**src/rtl/inseq_pkg.sv**
```systemverilog
// Shared unit codes, issue-state encoding and the unit rotation helper
// for the input sequencer.
package inseq_pkg;

    localparam logic [1:0] UNIT_ARITH = 2'd0;
    localparam logic [1:0] UNIT_LOGIC = 2'd1;
    localparam logic [1:0] UNIT_COMP  = 2'd2;

    typedef enum logic {
        ST_IDLE  = 1'b0,
        ST_ISSUE = 1'b1
    } issue_state_t;

    // ARITH -> LOGIC -> COMP -> ARITH; code 3 folds back to ARITH.
    function automatic logic [1:0] next_unit(input logic [1:0] unit);
        case (unit)
            UNIT_ARITH: next_unit = UNIT_LOGIC;
            UNIT_LOGIC: next_unit = UNIT_COMP;
            default:    next_unit = UNIT_ARITH;
        endcase
    endfunction

endpackage

```
**src/rtl/key_debounce.sv**
```systemverilog
// One push-button front end: 2-flop synchronizer, debouncer holding the
// accepted level, and a registered one-cycle pulse on each accepted press
// (stable 1->0). Releases produce no pulse.
module key_debounce #(
    parameter int DEBOUNCE_CYCLES = 500000
) (
    input  logic clk,
    input  logic rst_n,
    input  logic key_n,
    output logic level,
    output logic press
);

    localparam int CW = (DEBOUNCE_CYCLES < 2) ? 1 : $clog2(DEBOUNCE_CYCLES);
    localparam logic [CW-1:0] CNT_LAST = CW'(DEBOUNCE_CYCLES - 1);

    logic [1:0]    sync_q;
    logic [CW-1:0] cnt;
    logic          level_d;

    // Two-stage synchronizer; idles high so reset looks like "released".
    always_ff @(posedge clk or negedge rst_n) begin
        if (!rst_n) sync_q <= 2'b11;
        else        sync_q <= {sync_q[0], key_n};
    end

    // Accept a new level only after DEBOUNCE_CYCLES consecutive differing cycles.
    always_ff @(posedge clk or negedge rst_n) begin
        if (!rst_n) begin
            level <= 1'b1;
            cnt   <= '0;
        end else if (sync_q[1] == level) begin
            cnt <= '0;
        end else if (cnt == CNT_LAST) begin
            level <= ~level;
            cnt   <= '0;
        end else begin
            cnt <= cnt + 1'b1;
        end
    end

    // Registered press pulse, one cycle after the stable level falls.
    always_ff @(posedge clk or negedge rst_n) begin
        if (!rst_n) begin
            level_d <= 1'b1;
            press   <= 1'b0;
        end else begin
            level_d <= level;
            press   <= level_d & ~level;
        end
    end

endmodule

```
**src/rtl/input_sequencer.sv**
```systemverilog
// Front end for the mini-CPU datapath: debounced keys, unit selection,
// operand capture and a single-entry valid/ready offer to the ALU stage.
// Optional build macro: INSEQ_AUTO_REPEAT_EN adds hold-to-repeat on KEY1.
//
// Issue FSM
//   state    | meaning
//   ST_IDLE  | nothing offered; KEY1 press captures sw and cur_unit
//   ST_ISSUE | op_valid=1, fields frozen until op_ready on a clock edge
module input_sequencer
    import inseq_pkg::*;
#(
    parameter int DEBOUNCE_CYCLES = 500000,
    parameter int REPEAT_CYCLES   = 25000000
) (
    input  logic       clk,
    input  logic       rst_n,
    input  logic [1:0] key_n,
    input  logic [9:0] sw,
    output logic [3:0] x,
    output logic [3:0] y,
    output logic [1:0] op,
    output logic [1:0] unit_sel,
    output logic [1:0] cur_unit,
    output logic       op_valid,
    input  logic       op_ready
);

    logic [1:0]   level;
    logic [1:0]   press;
    logic         repeat_evt;
    logic         issue_evt;
    issue_state_t state;

    for (genvar k = 0; k < 2; k++) begin : g_key
        key_debounce #(.DEBOUNCE_CYCLES(DEBOUNCE_CYCLES)) u_key (
            .clk   (clk),
            .rst_n (rst_n),
            .key_n (key_n[k]),
            .level (level[k]),
            .press (press[k])
        );
    end

`ifdef INSEQ_AUTO_REPEAT_EN
    localparam int HW = (REPEAT_CYCLES < 2) ? 1 : $clog2(REPEAT_CYCLES);
    localparam logic [HW-1:0] HOLD_LAST = HW'(REPEAT_CYCLES - 1);

    logic [HW-1:0] hold_cnt;
    logic          unused_level;
    assign unused_level = level[0];

    // While KEY1 is stably held, emit a synthetic press every REPEAT_CYCLES.
    always_ff @(posedge clk or negedge rst_n) begin
        if (!rst_n) begin
            hold_cnt   <= '0;
            repeat_evt <= 1'b0;
        end else if (level[1]) begin
            hold_cnt   <= '0;
            repeat_evt <= 1'b0;
        end else if (hold_cnt == HOLD_LAST) begin
            hold_cnt   <= '0;
            repeat_evt <= 1'b1;
        end else begin
            hold_cnt   <= hold_cnt + 1'b1;
            repeat_evt <= 1'b0;
        end
    end
`else
    localparam int unused_repeat_cycles = REPEAT_CYCLES;
    logic [1:0] unused_level;
    assign unused_level = level;
    assign repeat_evt   = 1'b0;
`endif

    assign issue_evt = press[1] | repeat_evt;

    // Unit rotation, issue FSM and capture registers with registered outputs.
    always_ff @(posedge clk or negedge rst_n) begin
        if (!rst_n) begin
            state    <= ST_IDLE;
            op_valid <= 1'b0;
            cur_unit <= UNIT_ARITH;
            unit_sel <= UNIT_ARITH;
            op       <= 2'd0;
            x        <= 4'd0;
            y        <= 4'd0;
        end else begin
            if (press[0]) cur_unit <= next_unit(cur_unit);
            case (state)
                ST_IDLE: begin
                    if (issue_evt) begin
                        // cur_unit here is the pre-advance value on a shared edge.
                        op       <= sw[9:8];
                        x        <= sw[7:4];
                        y        <= sw[3:0];
                        unit_sel <= cur_unit;
                        op_valid <= 1'b1;
                        state    <= ST_ISSUE;
                    end
                end
                ST_ISSUE: begin
                    if (op_ready) begin
                        op_valid <= 1'b0;
                        state    <= ST_IDLE;
                    end
                end
                default: begin
                    op_valid <= 1'b0;
                    state    <= ST_IDLE;
                end
            endcase
        end
    end

endmodule

```
**config.mk**
```make
export PLATFORM = sky130hd
export DESIGN_NAME = input_sequencer
export DESIGN_NICKNAME = d
export VERILOG_FILES = /design/src/rtl/inseq_pkg.sv /design/src/rtl/key_debounce.sv /design/src/rtl/input_sequencer.sv
export SDC_FILE = /design/constraint.sdc
export NUM_CORES = 1
export LEC_CHECK = 0
export CAP_MARGIN = 20
export CELL_PAD_IN_SITES_DETAIL_PLACEMENT = 2
export CELL_PAD_IN_SITES_GLOBAL_PLACEMENT = 2
export CORE_MARGIN = 2
export CORE_UTILIZATION = 37
export DETAILED_ROUTE_END_ITERATION = 6
export PLACE_DENSITY_LB_ADDON = 0.12
export SETUP_SLACK_MARGIN = 0.2
export SYNTH_ARGS = -nofsm -noshare
export SYNTH_HDL_FRONTEND = slang
export SYNTH_SLANG_ARGS = --single-unit
```
**constraint.sdc**
```tcl
create_clock -name clk -period 2.5 [get_ports clk]
set_clock_uncertainty 0.1 [all_clocks]
set_input_delay 0.25 -clock clk [delete_from_list [all_inputs] [get_ports clk]]
set_output_delay 0.25 -clock clk [all_outputs]
set_load 0.01 [all_outputs]
```
==> flow_metrics.py, run 1 <==
metrics = {
    "setup_path": {
        "path_max_fanout": 12,
        "critPathLaunchType": "register",
        "cp-startpoint": "g_key[1].u_key.cnt[9]$_DFF_PN0_",
        "r2r_setup_slack_ns": 0.26,
        "worstReg2RegStart": "g_key[1].u_key.cnt[9]$_DFF_PN0_",
        "reg2reg_to": "g_key[1].u_key.cnt[3]$_DFF_PN0_",
        "cp_data_arrival_time_ns": 2.36,
        "crit_required_ns": 2.61,
        "ff2ff_path_depth": 5,
        "critPathKind": "reg2reg",
        "end_kind": "register",
    },
    "timing": {
        "rsz0062_at_grt": "no",
        "setup_viol": 0,
        "tns_ns": 0,
        "slew_headroom_pct": 60.7,
        "hold_viol_final": 0,
        "min_period_ns": 2.24,
        "slew_viol_final": 0,
        "final.period_utilization_pct": 89.7,
        "tightest_slew_ns": 0.590,
        "fmax_mhz": 446,
    },
    "route": {
        "drcViolationCount": 0,
        "wl_per_cell_um": 16.6,
        "firstDrtPassIters": 4,
        "drt-total-wl_um": 6710,
        "routed_via_density": 5.08,
        "vias": 2051,
        "first_iter_violations": 70,
        "ant_nets": 0,
    },
    "power": {
        "p_per_area_mw_per_mm2": 636,
        "vdd_ir_drop_max_mv": 0.289,
        "power.share.switching_pct": 21.3,
        "intPower_mw": 1.79,
        "p_seq_share_pct": 46.8,
        "p_leak_nw": 1.52,
        "pwr-share-comb_pct": 4.3,
        "p_switching_mw": 0.484,
        "power_frac_clock_pct": 48.9,
    },
    "finish": {
        "utilization_pct": 47.1,
        "final_cells": 404,
        "multi_input_area_mm2": 0.00117,
        "fillCellCount": 772,
        "drive_gt1_share_pct": 18.9,
        "register_area_mm2": 0.00161,
        "nets": 314,
        "n_antenna_cell": 0,
        "area_delta_synth_final_pct": 25.6,
    },
    "global_route": {
        "track_usage_pct": 17.4,
        "antenna_found_initial": 0,
        "grt_max_degree": 42,
        "grt_pass1_vias": 2229,
        "grt_pass1_wl_um": 11500,
        "overflow": 0,
    },
    "flow_run": {
        "maxCapViolCount": 0,
    },
    "synthesis": {
        "netlist_area_mm2": 0.00285,
        "syn_avg_cell_area_um2": 11.3,
        "synth_nets": 269,
        "ys_seq_area_share_pct": 56.5,
        "synth-edff-count": 0,
        "ys_types": 36,
        "yosys_warnings": 0,
        "synth_seq_cells": 64,
        "synth_cells": 252,
        "yosysTopAreaCell": "dfrtp_1",
        "synth-main-ff-cell": "dfrtp_1",
        "yosysTopAreaCellShare_pct": 49.1,
        "async_flop_share_pct": 100,
        "synthTopCellsByCount": "dfrtp_1 (56), nor2_1 (33), xnor2_1 (15)",
        "yosysMostFrequentCell": "dfrtp_1",
        "synth_area_leaders": "dfrtp_1 (49%), dfstp_2 (7.4%), mux2_2 (5.5%), xnor2_1 (4.6%), nor2_1 (4.3%)",
    },
    "hold_path": {
        "worstHoldPathCells": 1,
        "hold_path_end": "g_key[1].u_key.sync_q[0]$_DFF_PN1_",
        "hp-start": "key_n[1]",
        "hold_path_class": "in2reg",
    },
    "clocking": {
        "path_clk_slew_ns": 0.08,
        "cts_root_buf": "clkbuf_8",
        "clock_path_buffers": 2,
        "cts_tree": "built",
        "cts.sinks": 64,
        "insertion_delay_ns": 0.33,
        "cts_made_buffers": 9,
        "htree_levels": 3,
    },
    "placed_design": {
        "place_congestion": 0.733,
        "placed_cells": 385,
        "dp_hpwl_um": 4620,
        "port-buffer-count": 29,
    },
    "die": {
        "io_pins": 30,
        "die_w_um": 91.8,
        "floorplan.initialDensity_pct": 37.5,
        "num_rows": 32,
        "dieArea_mm2": 0.00842,
        "die_height_um": 91.8,
        "core_mm2": 0.00761,
    },
    "run_status": {
        "status": "completed",
    },
}
[per-layer routing]
| layer | global-route usage (%) | vias to the layer above | share of wire [%] |
|---|---|---|---|
| met3 | 4.44 | 7 | 3.5 |
| met5 | 0 | - | 0 |
| li1 | - | 973 | - |
| met2 | 27.5 | 40 | 47 |
| met1 | 24.0 | 1031 | 49 |
| met4 | 4.60 | 0 | 0.86 |
[state kept, by name, summed over array words and instances, names as in the netlist, 4 cells and up]
name and flops:
x 4, g_key.u_key.sync_q 4, g_key.u_key.cnt 38, y 4
[layout by cell type, fill, tap and decap left out, types with 3 or more instances in the layout]
master           synthesis  final
and4_1                   3      3
and2_1                   3      3
nor3_1                   4      4
bufinv_16                0      3
nand4_1                 10     10
or3_1                    7      7
a21oi_1                 11     11
nand2b_1                 3      3
clkbuf_8                 0     10
dfstp_2                  8      8
nand3_1                 11     11
nor2b_1                  3      3
inv_1                    6      6
dfrtp_1                 56     56
clkdlybuf4s50_1          0     28
o31ai_1                  3      3
xor2_1                  11     11
nor2_1                  33     33
o21ai_0                  8      8
or4_1                    6      6
nand2_1                 11     11
buf_4                    0      8
mux2_2                  14     14
xnor2_1                 15     15
and3_1                   3      3
[through the flow]
step                      instance area, um^2  hold WS, ns  worst slack, ns  power (mW)
after detailed placement                 3300        0.197            0.303        1.18
final                                    3580        0.213            0.258        2.28
after global placement                   3300        0.191            0.319        1.18
after floorplan                          2850       -0.146            0.420        1.11
after global routing                     3580        0.211            0.201        2.37
after CTS                                3570        0.202            0.256        2.31
[how the worst max path moves through the flow]
stage | slack [ns] | end
finish | 0.26 | g_key[1].u_key.cnt[3]$_DFF_PN0_
global route | 0.20 | g_key[1].u_key.cnt[3]$_DFF_PN0_
CTS | 0.26 | g_key[1].u_key.cnt[3]$_DFF_PN0_
detailed placement | 0.30 | g_key[1].u_key.cnt[17]$_DFF_PN0_
global placement | 0.32 | g_key[1].u_key.cnt[17]$_DFF_PN0_
floorplan | 0.42 | g_key[1].u_key.cnt[10]$_DFF_PN0_
[logic make-up (layout without fill, tap and decap cells)]
kind of cell    after synthesis  in the layout  share of synthesized area [%]
xor+xnor                     26             26                           7.99
buf+inv                      12             62                           2.37
compound gates               25             25                           5.48
mux                          15             15                           5.88
fa+ha+maj                     2              2                          0.877
simple gates                108            108                           20.9
flops                        64             64                           56.5
[final cells by class]
type / instances / share of cell area (%)
clock buffers: 10 / 3.84
multi-input cells: 176 / 32.7
well taps: 102 / 3.56
flip-flops and latches: 64 / 45.0
clock inverters: 6 / 3.21
inverters: 6 / 0.629
repair buffers: 40 / 11.0
[power by group through the flow]
stage / logic [mW] / registers (mW) / clock network, mW
after floorplan: 0.0310 / 1.08 / 0
after global placement: 0.0930 / 1.08 / 0
after detailed placement: 0.0960 / 1.09 / 0
after CTS: 0.0986 / 1.07 / 1.14
after global routing: 0.111 / 1.07 / 1.19
final: 0.0971 / 1.07 / 1.11
[what timing repair did]
action / CTS / global route
hold endpoints to repair: 21 / 0
hold buffers: 1 / 0
gates resized for setup: 0 / 0
setup endpoints to repair: 0 / 5
setup buffers: 0 / 2
[worst max-delay path, cell delays in order (launching register included)]
cell	delay, ns
dfrtp_1	0.44
or4_1	0.55
or4_4	0.55
o21ai_4	0.26
buf_12	0.17
nor2_1	0.05
Power figures use the tool's default switching activity.
==> run 2, diff against run 1 <==
--- a/config.mk
+++ b/config.mk
@@ -6,10 +6,8 @@
 export NUM_CORES = 1
 export LEC_CHECK = 0
 export CAP_MARGIN = 20
-export CELL_PAD_IN_SITES_DETAIL_PLACEMENT = 2
-export CELL_PAD_IN_SITES_GLOBAL_PLACEMENT = 2
 export CORE_MARGIN = 2
-export CORE_UTILIZATION = 37
+export CORE_UTILIZATION = 40
 export DETAILED_ROUTE_END_ITERATION = 6
 export PLACE_DENSITY_LB_ADDON = 0.12
 export SETUP_SLACK_MARGIN = 0.2
==> run 2 against run 1 <==
  * The flow now finishes with violations (hold timing)
  * Routed wire length shrank 25%
  * Total power rose by 2.3%
  * Combinational power is 9.5% lower
  * Register-to-register slack improved by 0.08 ns
  * Global-route usage down 3.5 points
  * Utilization grew 4.8 points
  * Sequential power about the same
  * Maximum frequency rose by 3.9%
  * Setup slack improved by 0.085 ns
  * Via count down 4.7%
  * Clock power rose by 6%
  * Sequential cell count did not move
  * Critical path type unchanged
  * Critical endpoint is now g_key[1].u_key.level$_DFFE_PN1P_
==> flow_metrics.py, run 2 (synthesis results as in run 1) <==
metrics = {
    "setup_path": {
        "ff2ff_path_depth": 4,
        "end_kind": "register",
        "critPathLaunchType": "register",
        "crit_required_ns": 2.67,
        "path_max_fanout": 5,
        "reg2reg_to": "g_key[1].u_key.level$_DFFE_PN1P_",
        "cp_data_arrival_time_ns": 2.33,
        "worstReg2RegStart": "g_key[1].u_key.cnt[9]$_DFF_PN0_",
        "r2r_setup_slack_ns": 0.34,
        "critPathKind": "reg2reg",
    },
    "die": {
        "die_height_um": 88.4,
        "floorplan.initialDensity_pct": 41.7,
        "num_rows": 30,
        "core_mm2": 0.00683,
        "die_w_um": 88.4,
        "io_pins": 30,
        "dieArea_mm2": 0.00782,
    },
    "timing": {
        "slew_viol_final": 0,
        "slew_headroom_pct": 46.5,
        "hold_viol_final": 23,
        "holdWs_ns": -0.0306,
        "min_period_ns": 2.16,
        "tns_ns": 0,
        "rsz0062_at_grt": "no",
        "setup_viol": 0,
        "final.period_utilization_pct": 86.3,
        "fmax_mhz": 464,
        "tightest_slew_ns": 0.802,
    },
    "clocking": {
        "postCtsHoldBufs": 0,
        "insertion_delay_ns": 0.34,
        "cts.repair.resized": 0,
        "htree_levels": 3,
        "cts_tree": "built",
        "path_clk_slew_ns": 0.07,
        "cts_root_buf": "clkbuf_8",
        "cts_made_buffers": 9,
        "clock_path_buffers": 2,
        "cts.sinks": 64,
    },
    "finish": {
        "regMostFlops": "g_key.u_key.cnt",
        "mostFrequentLayoutCell": "dfrtp_1",
        "largest_reg_flops": 38,
        "final_cells": 392,
        "nets": 308,
        "area_delta_synth_final_pct": 24.2,
        "final_cell_mix": "dfrtp_1 (56), nor2_1 (33), clkdlybuf4s50_1 (28)",
        "drive_gt1_share_pct": 17.6,
        "n_antenna_cell": 0,
        "utilization_pct": 51.8,
    },
    "placed_design": {
        "place_congestion": 0.776,
        "dp_hpwl_um": 3260,
        "port-buffer-count": 29,
        "placed_cells": 374,
    },
    "run_status": {
        "violations": "hold timing",
        "status": "finished, violations left",
    },
    "power": {
        "p_per_area_mw_per_mm2": 658,
        "vdd_ir_drop_max_mv": 0.264,
        "power_mw": 2.33,
        "p_leak_nw": 1.49,
    },
    "route": {
        "routed_via_density": 4.99,
        "drcViolationCount": 0,
        "vias": 1955,
        "wl_per_cell_um": 12.8,
        "drt-total-wl_um": 5010,
        "firstDrtPassIters": 4,
        "ant_nets": 0,
        "first_iter_violations": 102,
    },
    "global_route": {
        "overflow": 0,
        "track_usage_pct": 13.9,
        "grt_pass1_vias": 1790,
        "grt_max_degree": 65,
        "grt_pass1_wl_um": 8390,
        "antenna_found_initial": 0,
    },
    "hold_path": {
        "hold_path_class": "in2async",
    },
    "flow_run": {
        "maxCapViolCount": 0,
    },
}
[run 2: cell count changes in the layout (fill, tap and decap cells not counted), sizes merged]
cell	change
clkbuf	-1
inv	-1
dlygate4sd3	-1
bufinv	+1
clkinvlp	+1
buf	-5
[run 2: worst max-delay path by stage]
stage,from,end,slack [ns],cells past startpoint
floorplan,g_key[1].u_key.cnt[9]$_DFF_PN0_,g_key[1].u_key.cnt[10]$_DFF_PN0_,0.42,5
global placement,g_key[1].u_key.cnt[9]$_DFF_PN0_,g_key[1].u_key.cnt[5]$_DFF_PN0_,0.26,4
detailed placement,g_key[1].u_key.cnt[9]$_DFF_PN0_,g_key[1].u_key.cnt[11]$_DFF_PN0_,0.21,4
CTS,g_key[1].u_key.cnt[9]$_DFF_PN0_,g_key[1].u_key.cnt[11]$_DFF_PN0_,0.21,4
global route,g_key[1].u_key.cnt[9]$_DFF_PN0_,g_key[1].u_key.level$_DFFE_PN1P_,0.24,4
finish,g_key[1].u_key.cnt[9]$_DFF_PN0_,g_key[1].u_key.level$_DFFE_PN1P_,0.34,4
[run 2: through the flow]
step           setup slack [ns]  area (um^2)
4_1_cts                   0.206         3500
2_1_floorplan             0.420         2850
6_report                  0.343         3540
3_5_place_dp              0.214         3230
3_3_place_gp              0.257         3230
5_1_grt                   0.236         3540
[run 2: power breakdown]
part           switching (mW)  leakage [nW]  total (mW)  internal, mW
Sequential             0.0121         0.856        1.06          1.05
Clock                   0.412         0.126        1.18         0.764
Combinational          0.0463         0.511      0.0879        0.0417
[run 2: area by class of cell]
cell class              instances  area [um^2]
clock buffers                   9          124
clock inverters                 7          144
fillers                       641         3290
inverters                       6         22.5
multi-input cells             176         1170
flip-flops and latches         64         1610
well taps                      96          120
repair buffers                 34          348
[run 2: timing repair]
action,in CTS,in global routing
endpoints found under the setup margin,0,30
hold endpoints to repair,0,0
setup buffers,0,2
[run 2: metal layers]
layer,track usage (%),part of all wire [%]
met5,0,0
met4,7.02,2.2
met3,3.36,4.9
met2,19.9,41
met1,19.7,52
[run 2: critical path, cell delays in order (launching register included)]
cell and delay [ns]:
dfrtp_1 0.42, or4_1 0.53, or4_4 0.55, nor2_1 0.14, mux2_2 0.35
